===== config.mk =====
export PLATFORM = sky130hd
export DESIGN_NAME = hs32_prefetch
export DESIGN_NICKNAME = d
export VERILOG_FILES = /design/src/rtl/hs32_pkg.sv /design/src/rtl/hs32_sync_fifo.sv /design/src/rtl/hs32_prefetch.sv
export SDC_FILE = /design/constraint.sdc
export NUM_CORES = 1
export LEC_CHECK = 0
export CAP_MARGIN = 15
export CORE_ASPECT_RATIO = 0.6
export CORE_MARGIN = 4
export CORE_UTILIZATION = 40
export DETAILED_ROUTE_END_ITERATION = 8
export HOLD_SLACK_MARGIN = 0.08
export PLACE_DENSITY_LB_ADDON = 0.3
export SLEW_MARGIN = 20
export SYNTH_ARGS = -nofsm -noshare
export SYNTH_HDL_FRONTEND = slang
export SYNTH_SLANG_ARGS = --single-unit

===== constraint.sdc =====
create_clock -name clk -period 6.5 [get_ports clk]
set_clock_uncertainty 0.15 [all_clocks]
set_input_delay 0.65 -clock clk [delete_from_list [all_inputs] [get_ports clk]]
set_output_delay 0.65 -clock clk [all_outputs]
set_load 0.005 [all_outputs]

===== src/rtl/hs32_pkg.sv =====
// Shared HS32 constants and the prefetch FIFO entry layout.
package hs32_pkg;

  localparam int HS32_XLEN       = 32;
  localparam int HS32_INST_BYTES = 4;

  // One buffered instruction: its fetch address and the returned word.
  typedef struct packed {
    logic [HS32_XLEN-1:0] pc;
    logic [HS32_XLEN-1:0] inst;
  } hs32_fifo_entry_t;

  localparam int HS32_FIFO_ENTRY_W = $bits(hs32_fifo_entry_t);

endpackage


===== src/rtl/hs32_sync_fifo.sv =====
// Single-clock FIFO with 2**DEPTH_LOG2 entries, extra-MSB pointers and a
// synchronous clear. The head word is visible combinationally on rdata so
// the consumer can load it in the same cycle it pops.
module hs32_sync_fifo #(
  parameter int WIDTH      = 64,
  parameter int DEPTH_LOG2 = 2
) (
  input  logic                  clk,
  input  logic                  reset,
  input  logic                  clear,
  input  logic                  push,
  input  logic [WIDTH-1:0]      wdata,
  input  logic                  pop,
  output logic [WIDTH-1:0]      rdata,
  output logic                  full,
  output logic                  empty,
  output logic [DEPTH_LOG2:0]   fill
);

  localparam int DEPTH = 1 << DEPTH_LOG2;

  logic [WIDTH-1:0]    mem [DEPTH];
  logic [DEPTH_LOG2:0] wptr_reg;
  logic [DEPTH_LOG2:0] rptr_reg;
  logic                wr_en;
  logic                rd_en;

  assign empty = (wptr_reg == rptr_reg);
  assign full  = (wptr_reg[DEPTH_LOG2] != rptr_reg[DEPTH_LOG2]) &&
                 (wptr_reg[DEPTH_LOG2-1:0] == rptr_reg[DEPTH_LOG2-1:0]);
  assign fill  = wptr_reg - rptr_reg;
  assign rdata = mem[rptr_reg[DEPTH_LOG2-1:0]];

  // A push into a full FIFO is fine when the head leaves in the same cycle;
  // a pop from an empty FIFO is ignored.
  assign wr_en = push && (!full || pop);
  assign rd_en = pop && !empty;

  // Storage write; contents need no reset because the pointers gate reads.
  always_ff @(posedge clk) begin
    if (wr_en) begin
      mem[wptr_reg[DEPTH_LOG2-1:0]] <= wdata;
    end
  end

  // Pointer update; clear empties the FIFO and wins over push/pop.
  always_ff @(posedge clk) begin
    if (reset || clear) begin
      wptr_reg <= '0;
      rptr_reg <= '0;
    end else begin
      if (wr_en) wptr_reg <= wptr_reg + 1'b1;
      if (rd_en) rptr_reg <= rptr_reg + 1'b1;
    end
  end

endmodule


===== src/rtl/hs32_prefetch.sv =====
// HS32 instruction prefetcher: pipelined word fetches with a credit limit,
// a return FIFO, and a valid/ready output register towards decode.
// Optional macro HS32_PREFETCH_BYPASS_EN lets an ack load the output
// register directly when the FIFO is empty, saving one cycle of latency.
module hs32_prefetch
  import hs32_pkg::*;
#(
  parameter int          DEPTH_LOG2      = 2,
  parameter int          MAX_OUTSTANDING = 2,
  parameter logic [31:0] RESET_PC        = 32'h0000_0000
) (
  input  logic        clk,
  input  logic        reset,
  output logic [31:0] addr,
  output logic        stbm,
  input  logic        stlm,
  input  logic [31:0] dtr,
  input  logic        ackm,
  output logic [31:0] instd,
  output logic [31:0] pcd,
  output logic        reqd,
  input  logic        rdyd,
  input  logic [31:0] newpc,
  input  logic        flush
);

  localparam int CNT_W  = $clog2(MAX_OUTSTANDING + 1);
  localparam int DROP_W = 8;
  localparam int SUM_W  = 8;
  localparam logic [CNT_W-1:0] MAX_OUT    = CNT_W'(MAX_OUTSTANDING);
  localparam logic [SUM_W-1:0] FIFO_DEPTH = SUM_W'(1 << DEPTH_LOG2);
  localparam logic [31:0]      INST_STEP  = 32'(HS32_INST_BYTES);

  logic [31:0]       pc_reg, pc_next;
  logic [31:0]       rpc_reg, rpc_next;
  logic [CNT_W-1:0]  outstanding_reg, outstanding_next;
  logic [DROP_W-1:0] drop_reg, drop_next;
  logic              reqd_reg, reqd_next;
  logic [31:0]       instd_reg, instd_next;
  logic [31:0]       pcd_reg, pcd_next;

  logic              accept;
  logic              ack_keep;
  logic              ack_drop;
  logic              out_free;
  logic              bypass;
  logic              fifo_push;
  logic              fifo_pop;
  logic              fifo_full;
  logic              fifo_empty;
  logic [DEPTH_LOG2:0] fifo_fill;
  logic [SUM_W-1:0]  credit_used;
  hs32_fifo_entry_t  push_entry;
  hs32_fifo_entry_t  fifo_head;

  // Credits cover FIFO contents, requests in flight and the output register,
  // so every accepted request has a guaranteed slot when its ack returns.
  assign credit_used = SUM_W'(fifo_fill) + SUM_W'(outstanding_reg) + SUM_W'(reqd_reg);
  assign stbm  = !reset && !flush && (outstanding_reg < MAX_OUT) && (credit_used < FIFO_DEPTH);
  assign addr  = pc_reg;
  assign reqd  = reqd_reg;
  assign instd = instd_reg;
  assign pcd   = pcd_reg;

  assign accept   = stbm && !stlm;
  assign ack_keep = ackm && (drop_reg == '0);
  assign ack_drop = ackm && (drop_reg != '0);
  assign out_free = !reqd_reg || rdyd;

`ifdef HS32_PREFETCH_BYPASS_EN
  assign bypass = ack_keep && fifo_empty && out_free && !flush;
`else
  assign bypass = 1'b0;
`endif

  assign push_entry = '{pc: rpc_reg, inst: dtr};
  assign fifo_push  = ack_keep && !bypass && !flush && (!fifo_full || fifo_pop);
  assign fifo_pop   = !flush && !fifo_empty && out_free;

  hs32_sync_fifo #(
    .WIDTH      (HS32_FIFO_ENTRY_W),
    .DEPTH_LOG2 (DEPTH_LOG2)
  ) u_fifo (
    .clk   (clk),
    .reset (reset),
    .clear (flush),
    .push  (fifo_push),
    .wdata (push_entry),
    .pop   (fifo_pop),
    .rdata (fifo_head),
    .full  (fifo_full),
    .empty (fifo_empty),
    .fill  (fifo_fill)
  );

  // Next-state for issue PC, return PC, credit/drop counters and decode output.
  always_comb begin
    pc_next          = pc_reg;
    rpc_next         = rpc_reg;
    outstanding_next = outstanding_reg;
    drop_next        = drop_reg;
    reqd_next        = reqd_reg;
    instd_next       = instd_reg;
    pcd_next         = pcd_reg;

    if (flush) begin
      pc_next          = newpc;
      rpc_next         = newpc;
      outstanding_next = '0;
      // Everything still in flight after this edge must be discarded: earlier
      // drops, current outstanding and any same-cycle accept, less the ack
      // consumed (and discarded) in this very cycle.
      drop_next        = drop_reg + DROP_W'(outstanding_reg) + DROP_W'(accept) - DROP_W'(ackm);
      reqd_next        = 1'b0;
    end else begin
      if (accept)   pc_next  = pc_reg + INST_STEP;
      if (ack_keep) rpc_next = rpc_reg + INST_STEP;
      if (ack_drop) drop_next = drop_reg - DROP_W'(1);
      outstanding_next = outstanding_reg + CNT_W'(accept) - CNT_W'(ack_keep);

      if (fifo_pop) begin
        reqd_next  = 1'b1;
        instd_next = fifo_head.inst;
        pcd_next   = fifo_head.pc;
      end else if (bypass) begin
        reqd_next  = 1'b1;
        instd_next = dtr;
        pcd_next   = rpc_reg;
      end else if (rdyd) begin
        reqd_next  = 1'b0;
      end
    end
  end

  // State registers; reset beats flush and also clears pending drops.
  always_ff @(posedge clk) begin
    if (reset) begin
      pc_reg          <= RESET_PC;
      rpc_reg         <= RESET_PC;
      outstanding_reg <= '0;
      drop_reg        <= '0;
      reqd_reg        <= 1'b0;
      instd_reg       <= '0;
      pcd_reg         <= '0;
    end else begin
      pc_reg          <= pc_next;
      rpc_reg         <= rpc_next;
      outstanding_reg <= outstanding_next;
      drop_reg        <= drop_next;
      reqd_reg        <= reqd_next;
      instd_reg       <= instd_next;
      pcd_reg         <= pcd_next;
    end
  end

endmodule


**Word-level counts from Yosys, hierarchy flattened**

Memories as Yosys holds them, arrays and structs flattened. A register that Yosys moved wholly into a read port is not among the register bits.
Index checks and enable logic that the tools add are counted.

- Bits in registers: 81
- RAM bits: 256
- Bits of input ports: 70
- Output and inout bits: 98
- Word-level logic and storage cells: 67
- Memories kept: 1

- Add/subtract/negate cells: 13
- Magnitude comparators: 2
- Equal/unequal tests: 3
- Multiplexer cells: 10
- Bitwise gates (word level): 1
- Reduce and logical (&&, ||, !) cells: 30

Memories:

| name | words | bits a word | read ports | clocked after memory_dff | write ports | line | RTL |
|---|---|---|---|---|---|---|---|
| u_fifo.mem | 4 | 64 | 1 | 1 | 1 | hs32_sync_fifo.sv:22 | `logic [WIDTH-1:0] mem [DEPTH];` |

Operators with widths:

| operator | number |
|---|---|
| 2-to-1 mux 32 bit | 4 |
| adder 32 x 3 -> 32 bit, second input constant | 2 |
| 2-to-1 mux 8 bit | 2 |
| logical AND 1 bit | 13 |
| adder 8 x 1 -> 8 bit | 1 |
| adder 8 x 2 -> 8 bit | 1 |
| logical NOT 8 bit | 1 |
| nonzero test 2 bit | 4 |
| nonzero test 8 bit | 1 |
| subtractor 8 x 1 -> 8 bit | 1 |
| subtractor 8 x 1 -> 8 bit, second input constant | 1 |
| adder 3 x 1 -> 3 bit, second input constant | 2 |
| logical NOT 1 bit | 6 |
| adder 4 x 1 -> 5 bit | 1 |
| < comparator 5 x 3 -> 1 bit, second input constant | 1 |
| adder 3 x 2 -> 4 bit | 1 |
| 2-to-1 mux 1 bit | 4 |
| == test 3 bit | 1 |
| logical OR 1 bit | 3 |
| subtractor 3 bit | 1 |
| adder 2 x 1 -> 2 bit | 1 |
| == test 2 bit | 1 |
| < comparator 2 bit, second input constant | 1 |
| AND reduction 2 bit | 1 |
| other kinds (4) | 4 |

**Longest topological paths before layout**

Gate-level depths: netlist of run 1.

- Word-level depth: 9
- Gate-level depth with buffers: 16
- Gate-level depth less buffers: 15

**Cells and area by module**

A second synthesis of run 1 with hierarchy kept.

- Cells, all modules: 1226
- Area, all modules: 16374.5 µm²

Modules (own cells, without submodules):

| module | times used | cells an instance | area each (µm²) | seq. area each (µm²) |
|---|---|---|---|---|
| hs32_sync_fifo | 1 | 393 | 9733.1 | 7847.5 |
| hs32_prefetch | 1 | 833 | 6641.4 | 2782.7 |

**Worst setup path after synthesis of run 1**

OpenSTA, ideal clock, no wires.

- Path kind: reg2reg
- From: reg u_fifo.rptr_reg[1]
- To: reg drop_reg[6]
- Setup time: 0.086 ns
- Arrival: 4.759 ns
- Required time: 6.264 ns
- Slack: 1.505 ns
- Stages on the path, launching flop included: 17
- Buffers on the path: 3
- Period minus slack after synthesis: 4.995 ns
- Cells stage by stage: dfxtp_1 -> clkbuf_1 -> buf_1 -> inv_1 -> fa_1 -> ha_1 -> or4_1 -> a2111oi_4 -> inv_2 -> buf_6 -> fa_1 -> fa_1 -> nor2b_1 -> o21bai_1 -> a21oi_1 -> mux2_2 -> a211oi_1

- Cells in the longest elaborated chain, start to end: 9

RTL lines:

| element | line | RTL |
|---|---|---|
| start: declaration | hs32_sync_fifo.sv:24 | `logic [DEPTH_LOG2:0] rptr_reg;` |
| start signal: assignment | hs32_sync_fifo.sv:53 | `if (rd_en) rptr_reg <= rptr_reg + 1'b1;` |
| subtractor 3 bit | hs32_sync_fifo.sv:31 | `assign fill = wptr_reg - rptr_reg;` |
| adder 3 x 2 -> 4 bit | hs32_prefetch.sv:58 | `assign credit_used = SUM_W'(fifo_fill) + SUM_W'(outstanding_reg) + SUM_W'(reqd_reg);` |
| adder 4 x 1 -> 5 bit | hs32_prefetch.sv:58 |  |
| < comparator 5 x 3 -> 1 bit | hs32_prefetch.sv:59 | `assign stbm = !reset && !flush && (outstanding_reg < MAX_OUT) && (credit_used < FIFO_DEPTH);` |
| logical AND 1 bit | hs32_prefetch.sv:59 |  |
| logical AND 1 bit | hs32_prefetch.sv:65 | `assign accept = stbm && !stlm;` |
| adder 8 x 1 -> 8 bit | hs32_prefetch.sv:113 | `drop_next = drop_reg + DROP_W'(outstanding_reg) + DROP_W'(accept) - DROP_W'(ackm);` |
| subtractor 8 x 1 -> 8 bit | hs32_prefetch.sv:113 |  |
| 2-to-1 mux 8 bit | hs32_prefetch.sv:106 | `if (flush) begin` |
| end signal: assignment | hs32_prefetch.sv:149 | `drop_reg <= drop_next;` |
| end: declaration | hs32_prefetch.sv:37 | `logic [DROP_W-1:0] drop_reg, drop_next;` |

No other way between the ends.
A chain may end at the register's enable or synchronous reset.

**Worst setup path in the final report of run 1**

- From: reg u_fifo.wptr_reg[0]
- To: reg drop_reg[6]

- Cells in the longest elaborated chain, start to end: 9

RTL lines:

| element | line | RTL |
|---|---|---|
| start: declaration | hs32_sync_fifo.sv:23 | `logic [DEPTH_LOG2:0] wptr_reg;` |
| start signal: assignment | hs32_sync_fifo.sv:52 | `if (wr_en) wptr_reg <= wptr_reg + 1'b1;` |
| subtractor 3 bit | hs32_sync_fifo.sv:31 |  |
| adder 3 x 2 -> 4 bit | hs32_prefetch.sv:58 |  |
| adder 4 x 1 -> 5 bit | hs32_prefetch.sv:58 |  |
| < comparator 5 x 3 -> 1 bit | hs32_prefetch.sv:59 |  |
| logical AND 1 bit | hs32_prefetch.sv:59 |  |
| logical AND 1 bit | hs32_prefetch.sv:65 |  |
| adder 8 x 1 -> 8 bit | hs32_prefetch.sv:113 |  |
| subtractor 8 x 1 -> 8 bit | hs32_prefetch.sv:113 |  |
| 2-to-1 mux 8 bit | hs32_prefetch.sv:106 |  |

No other way between the ends.

==> out/results.txt, run 1 <==
type of origin of the critical path -> flop
average routed wire per standard cell -> 20.01 um
wire length on met2 -> 17.38 mm
total routed wire length on the met1 layer -> 18.15 mm
number of H-tree levels -> 2
maximum clock path buffer count -> 3
I/O pin cnt -> 168
result of the run -> finished clean
Post-Syn Area per Cell -> 13.53 um2
proportion of layout cells with a drive suffix above 1 -> 0.1144
Total Wirelength -> 38.26 mm
arrival time worst endpoint -> 5.06 ns
met3 wirelength from detailed routing -> 2.071 mm
antenna diode count -> 0
clock slew at the register clock pins of the worst setup and hold paths -> 0.06 ns
number of warnings printed during yosys synthesis -> 0
number of vias per cell -> 5.286
post-layout min period -> 4.762 ns
clock latency on the worst-skew pair -> 0.53 ns
global placer's final weighted congestion -> 0.8797
die extent in y -> 164.2 um
max reg flops -> 256
area enclosed by the die boundary -> 44050 um2
Max FO, Critical Path -> 18
# nets final -> 1462
maximum clock frequency -> 210.0 MHz
Worst VDD drop -> 0.0001447 V
top sig layer -> met5
number of routed nets with antenna violations -> 0
Max-cap violations -> 0
LEAKAGE -> 0.006488 uW
count of cell types in the netlist -> 58
Seq. cell area -> 10600 um2
total clock buffers created by CTS -> 38
CORE AREA -> 39590 um2
vias after detailed routing -> 10110
Filler cells -> 3368
final slew viol count -> 0
TritonCTS clock tree -> built
net count after synthesis -> 1302
slew at the pin closest to its max-slew limit -> 1.000 ns
unrepaired setup endpoints after global routing -> no
Tcrit/Tclk final -> 0.7326
horizontal die dimension -> 268.3 um
EDFF count, synth -> 256
post-cts resize count -> 0
setup bufs post-CTS -> 0
Setup TNS Final -> 0 ns
clock root cell -> clkbuf_16
share of total power consumed by net switching -> 0.2339
initial antenna violation count -> 2
synthesized instance count -> 1202
floorplan row count -> 56
Num Clock Sinks -> 401
NetSw -> 1348 uW
number of buffers added to fix hold violations after cts -> 0
P_int -> 4414 uW
sequential group share of total power -> 0.498
area occupied by multi-input gates -> 5278 um2
number of global-route vias before repair -> 10290
Gate power share -> 0.106
post-placement worst setup slack -> 1.756 ns
initial detailed-routing violation count -> 801
endpoint type of the worst setup path -> flop
effective utilization at floorplan -> 0.4107
final hold violation count -> 0
number of remaining DRC errors -> 0
DP Wirelength -> 24.85 mm
1st-pass router iterations -> 5
area growth from synthesis to final layout -> 21.52%
share of async-settable or async-resettable flops after synthesis -> 0
overall track demand over capacity in global routing -> 0.1723
Final Worst Setup Slack -> 1.738 ns
primary flip-flop cell chosen by synthesis mapping -> edfxtp_1
Post-Synthesis Cell Area -> 16260 um2
data required time of the worst path -> 6.80 ns
setup violation total in the final timing report -> 0
register bit total from synthesis -> 401
share of total power in the clock network -> 0.396
maximum number of pins on one net before global-route repair -> 80
Hold Slack -> 0.3027 ns
hold crit path type -> flop to flop
proportion of synthesized chip area in sequential cells -> 0.6513
GRT overflow -> 0
power density over cell area -> 291.6 nW/um2
remaining max-slew budget at the tightest pin -> 0.3308
critical path type -> flop to flop
quantity of I/O buffers inserted on ports -> 167
first-pass GRT wire length -> 59.12 mm
placed cells by master (no fill, tap or decap), types with 17 or more instances in the layout:
cell,n
nand2_1,174
nand4_1,23
clkbuf_16,40
nor2_1,35
mux4_2,64
clkdlybuf4s50_1,165
nand3_1,22
xor2_1,26
inv_1,46
xnor2_1,26
dfxtp_1,143
ha_1,27
a211oi_1,17
edfxtp_1,256
a21oi_1,104
a21boi_0,20
power groups by stage:
stage / Combinational [uW] / Sequential [uW] / Clock [uW]
6_report: 611 / 2870 / 2280
5_1_grt: 677 / 2880 / 2460
4_1_cts: 610 / 2870 / 2340
3_5_place_dp: 606 / 2920 / 0
3_3_place_gp: 596 / 2920 / 0
2_1_floorplan: 401 / 2900 / 0
per-stage QoR:
| stage | total power (uW) | util | std cells | instance area [um2] |
|---|---|---|---|---|
| floorplan | 3304 | - | 1202 | 16260 |
| global placement | 3516 | 0.4667 | 1844 | 18480 |
| detailed placement | 3531 | 0.4667 | 1844 | 18480 |
| CTS | 5815 | 0.4989 | 1912 | 19750 |
| global route | 6013 | 0.4991 | 1912 | 19760 |
| finish | 5761 | 0.4991 | 1912 | 19760 |
routing by layer:
layer / up-vias / global-route usage
met2: 238 / 0.2683
met4: 4 / 0.03698
met1: 5031 / 0.2529
met3: 53 / 0.03354
met5: - / 0
li1: 4780 / -
worst max-delay path: stages (launching register included):
cell and delay [ns]:
dfxtp_1 0.38, inv_1 0.10, ha_1 0.18, inv_1 0.06
fa_1 0.41, ha_1 0.18, or4_1 0.53, a2111oi_4 0.29
buf_4 0.31, inv_2 0.20, fa_1 0.48, fa_1 0.42
nor2b_1 0.14, o21bai_1 0.10, a21oi_1 0.17, mux2_2 0.34
a211oi_1 0.21
logic make-up (layout without fill, tap and decap cells):
group / Yosys count / after routing / synth area share
flip-flops: 401 / 401 / 0.6513
AO/OA/AOI/OAI: 200 / 200 / 0.07587
buffers and inverters: 110 / 298 / 0.02601
XOR/XNOR: 53 / 53 / 0.02939
AND/OR/NAND/NOR: 338 / 338 / 0.1004
multiplexers: 70 / 70 / 0.09257
adder cells (fa/ha/maj): 30 / 30 / 0.02447
final timing paths:
kind / start / to / slack, ns / cells past startpoint
setup / recovery: u_fifo.wptr_reg[0]$_SDFFE_PP0P_ / drop_reg[6]$_SDFFE_PP0P_ / 1.74 / 16
hold / removal: instd[21]$_SDFFE_PP0P_ / instd[21]$_SDFFE_PP0P_ / 0.30 / 2
setup reg to reg: u_fifo.wptr_reg[0]$_SDFFE_PP0P_ / drop_reg[6]$_SDFFE_PP0P_ / 1.74 / 16
hold reg to reg: instd[21]$_SDFFE_PP0P_ / instd[21]$_SDFFE_PP0P_ / 0.30 / 2
cells in the mapped netlist, types with 3 or more instances:
cell type / number / area share
edfxtp_1: 256 / 0.47
nand2_1: 174 / 0.040
dfxtp_1: 145 / 0.18
a21oi_1: 104 / 0.032
mux4_2: 64 / 0.089
clkbuf_1: 48 / 0.011
inv_1: 47 / 0.011
nor2_1: 35 / 0.0081
ha_1: 27 / 0.021
xnor2_1: 26 / 0.014
xor2_1: 26 / 0.014
nand4_1: 23 / 0.0088
nand3_1: 22 / 0.0068
a21boi_0: 20 / 0.0092
a211oi_1: 17 / 0.0078
nor3_1: 16 / 0.0049
o21ai_0: 15 / 0.0046
and3_1: 12 / 0.0046
and4_1: 11 / 0.0059
buf_1: 11 / 0.0025
nor2b_1: 11 / 0.0042
a31oi_1: 9 / 0.0035
and2_1: 8 / 0.0031
a21o_1: 6 / 0.0028
nor4_1: 5 / 0.0019
o21bai_1: 5 / 0.0023
or3_1: 5 / 0.0019
a311oi_1: 4 / 0.0022
or4_1: 4 / 0.0018
fa_1: 3 / 0.0037
mux2_2: 3 / 0.0021
mux2i_1: 3 / 0.0018
o31a_1: 3 / 0.0016
area by class of cell:
| cell class | count | area share |
|---|---|---|
| well taps | 522 | 0.03305 |
| flip-flops and latches | 401 | 0.5363 |
| repair buffers | 182 | 0.08991 |
| inverters | 48 | 0.009118 |
| clock inverters | 15 | 0.009371 |
| clock buffers | 53 | 0.05515 |
| multi-input cells | 691 | 0.2671 |
(Power assumes the default switching activity.)
==> run 2, diff against run 1 <==
==> constraint.sdc (replaced) <==
create_clock -name clk -period 4.8 [get_ports clk]
set_clock_uncertainty 0.15 [all_clocks]
set_input_delay 0.48 -clock clk [delete_from_list [all_inputs] [get_ports clk]]
set_output_delay 0.48 -clock clk [all_outputs]
set_load 0.005 [all_outputs]
==> run 2 against run 1 <==
Net effect: total power is 34% higher; register-to-register slack worse by 1.4 ns; hold slack hardly changed; largest cell class unchanged.
==> out/results.txt, run 2 (synthesized netlist as in run 1, its figures left out) <==
Max-cap violations -> 0
R2R depth -> 15
CORE AREA -> 39590 um2
Total Wirelength -> 38.09 mm
area growth from synthesis to final layout -> 21.51%
data required time of the worst path -> 5.09 ns
number of vias per cell -> 5.404
effective utilization at floorplan -> 0.4107
number of buffers added to fix hold violations after cts -> 0
number of global-route vias before repair -> 10080
horizontal die dimension -> 268.3 um
floorplan row count -> 56
final slew viol count -> 0
Tcrit/Tclk final -> 0.9396
power density over cell area -> 389.7 nW/um2
first-pass GRT wire length -> 58.77 mm
I/O pin cnt -> 168
# nets final -> 1465
launch point of the worst reg-to-reg path -> u_fifo.wptr_reg[0]$_SDFFE_PP0P_
maximum number of pins on one net before global-route repair -> 76
die extent in y -> 164.2 um
antenna diode count -> 0
number of H-tree levels -> 2
Setup TNS Final -> 0 ns
average routed wire per standard cell -> 19.89 um
quantity of I/O buffers inserted on ports -> 167
setup bufs post-CTS -> 0
TritonCTS clock tree -> built
number of remaining DRC errors -> 0
total clock buffers created by CTS -> 38
clock latency on the worst-skew pair -> 0.53 ns
hold path startpoint -> instd[14]$_SDFFE_PP0P_
1st-pass router iterations -> 5
DP Wirelength -> 24.35 mm
final hold violation count -> 0
area enclosed by the die boundary -> 44050 um2
initial antenna violation count -> 2
post-layout min period -> 4.510 ns
remaining max-slew budget at the tightest pin -> 0.2382
proportion of layout cells with a drive suffix above 1 -> 0.1120
count of cells along the worst hold path -> 2
clock slew at the register clock pins of the worst setup and hold paths -> 0.06 ns
Worst VDD drop -> 0.0002241 V
result of the run -> finished clean
global placer's final weighted congestion -> 0.8219
critical path type -> flop to flop
endpoint type of the worst setup path -> flop
max reg flops -> 256
hold crit path type -> flop to flop
unrepaired setup endpoints after global routing -> no
arrival time worst endpoint -> 4.80 ns
R2R setup slack -> 0.29 ns
Max FO, Critical Path -> 4
leading cell type in the layout, fill and taps excluded -> edfxtp_1
Worst Hold Endpoint -> instd[14]$_SDFFE_PP0P_
LEAKAGE -> 0.006464 uW
clock root cell -> clkbuf_16
Num Clock Sinks -> 401
number of routed nets with antenna violations -> 0
initial detailed-routing violation count -> 737
commonest cells after routing, fill and taps aside -> edfxtp_1 (256), nand2_1 (174), clkdlybuf4s50_1 (165)
maximum clock path buffer count -> 3
vias after detailed routing -> 10350
slew at the pin closest to its max-slew limit -> 1.133 ns
Total Power Consumption -> 7700 uW
GRT overflow -> 0
post-cts resize count -> 0
type of origin of the critical path -> flop
maximum clock frequency -> 221.7 MHz
setup violation total in the final timing report -> 0
overall track demand over capacity in global routing -> 0.1716
reg2reg end -> drop_reg[6]$_SDFFE_PP0P_
## run 2: cell count changes in the layout (fill, tap and decap cells not counted), sizes merged
cell	previous run	this run
bufinv	4	3
inv	49	51
buf	17	20
clkbuf	53	52
## run 2: layer usage
| metal | up-vias | GRT usage | wire, um |
|---|---|---|---|
| li1 | 4795 | - | - |
| met1 | 5226 | 0.2578 | 18260 |
| met2 | 274 | 0.2570 | 16880 |
| met3 | 50 | 0.03893 | 2442 |
| met4 | 4 | 0.03436 | 484 |
| met5 | - | 0 | 23 |
## run 2: final cells by class
| class | instances | area (um2) |
|---|---|---|
| Fill cell | 3375 | 19830 |
| Clock buffer | 52 | 1055 |
| Multi-Input combinational cell | 691 | 5269 |
| Sequential cell | 401 | 10600 |
| Tap cell | 522 | 653.1 |
| Clock inverter | 16 | 155.1 |
| Timing Repair Buffer | 185 | 1849 |
| Inverter | 48 | 180.2 |
## run 2: worst max path at each step
stage | start | endpoint | depth (start not counted)
floorplan | u_fifo.rptr_reg[1]$_SDFFE_PP0P_ | drop_reg[6]$_SDFFE_PP0P_ | 16
global placement | u_fifo.wptr_reg[0]$_SDFFE_PP0P_ | drop_reg[6]$_SDFFE_PP0P_ | 15
detailed placement | u_fifo.wptr_reg[0]$_SDFFE_PP0P_ | drop_reg[6]$_SDFFE_PP0P_ | 15
CTS | u_fifo.wptr_reg[0]$_SDFFE_PP0P_ | drop_reg[6]$_SDFFE_PP0P_ | 15
global route | u_fifo.wptr_reg[0]$_SDFFE_PP0P_ | drop_reg[6]$_SDFFE_PP0P_ | 15
finish | u_fifo.wptr_reg[0]$_SDFFE_PP0P_ | drop_reg[6]$_SDFFE_PP0P_ | 15
## run 2: critical path: stages (launching register included)
cell and delay (ns):
dfxtp_1 0.41, inv_1 0.12, ha_1 0.19, inv_1 0.06, fa_1 0.43, ha_1 0.19, or4_1 0.54, a2111oi_4 0.36
inv_2 0.08, fa_1 0.45, fa_1 0.44, nor2b_1 0.15, o21bai_1 0.09, a21oi_1 0.19, mux2_2 0.35, a211oi_1 0.23
## run 2: power breakdown
group	internal, uW	total (uW)	switching, uW	leakage (uW)
logic	394	849	455	0.00237
clock network	1700	2970	1260	0.000585
registers	3780	3880	101	0.00351
total	5880	7700	1820	0.00646
## run 2: through the flow
step	hold WS [ns]	worst slack, ns	area (um2)	utilization	instances
after floorplan	0.3027	0.07976	16260	-	1202
after global placement	0.2920	0.4857	18550	0.4686	1847
after detailed placement	0.2976	0.3247	18550	0.4686	1847
after CTS	0.3064	0.2963	19760	0.4991	1915
after global routing	0.3196	0.1151	19760	0.4991	1915
final	0.3028	0.2901	19760	0.4991	1915
==> run 3, diff against run 2 <==
--- a/config.mk
+++ b/config.mk
@@ -5,12 +5,10 @@
 export SDC_FILE = /design/constraint.sdc
 export NUM_CORES = 1
 export LEC_CHECK = 0
-export CAP_MARGIN = 15
 export CORE_ASPECT_RATIO = 0.6
 export CORE_MARGIN = 4
 export CORE_UTILIZATION = 40
 export DETAILED_ROUTE_END_ITERATION = 8
-export HOLD_SLACK_MARGIN = 0.08
 export PLACE_DENSITY_LB_ADDON = 0.3
 export SLEW_MARGIN = 20
 export SYNTH_ARGS = -nofsm -noshare
==> results of run 3 <==
The final DEF is identical to that of run 2; final timing and power are the same.
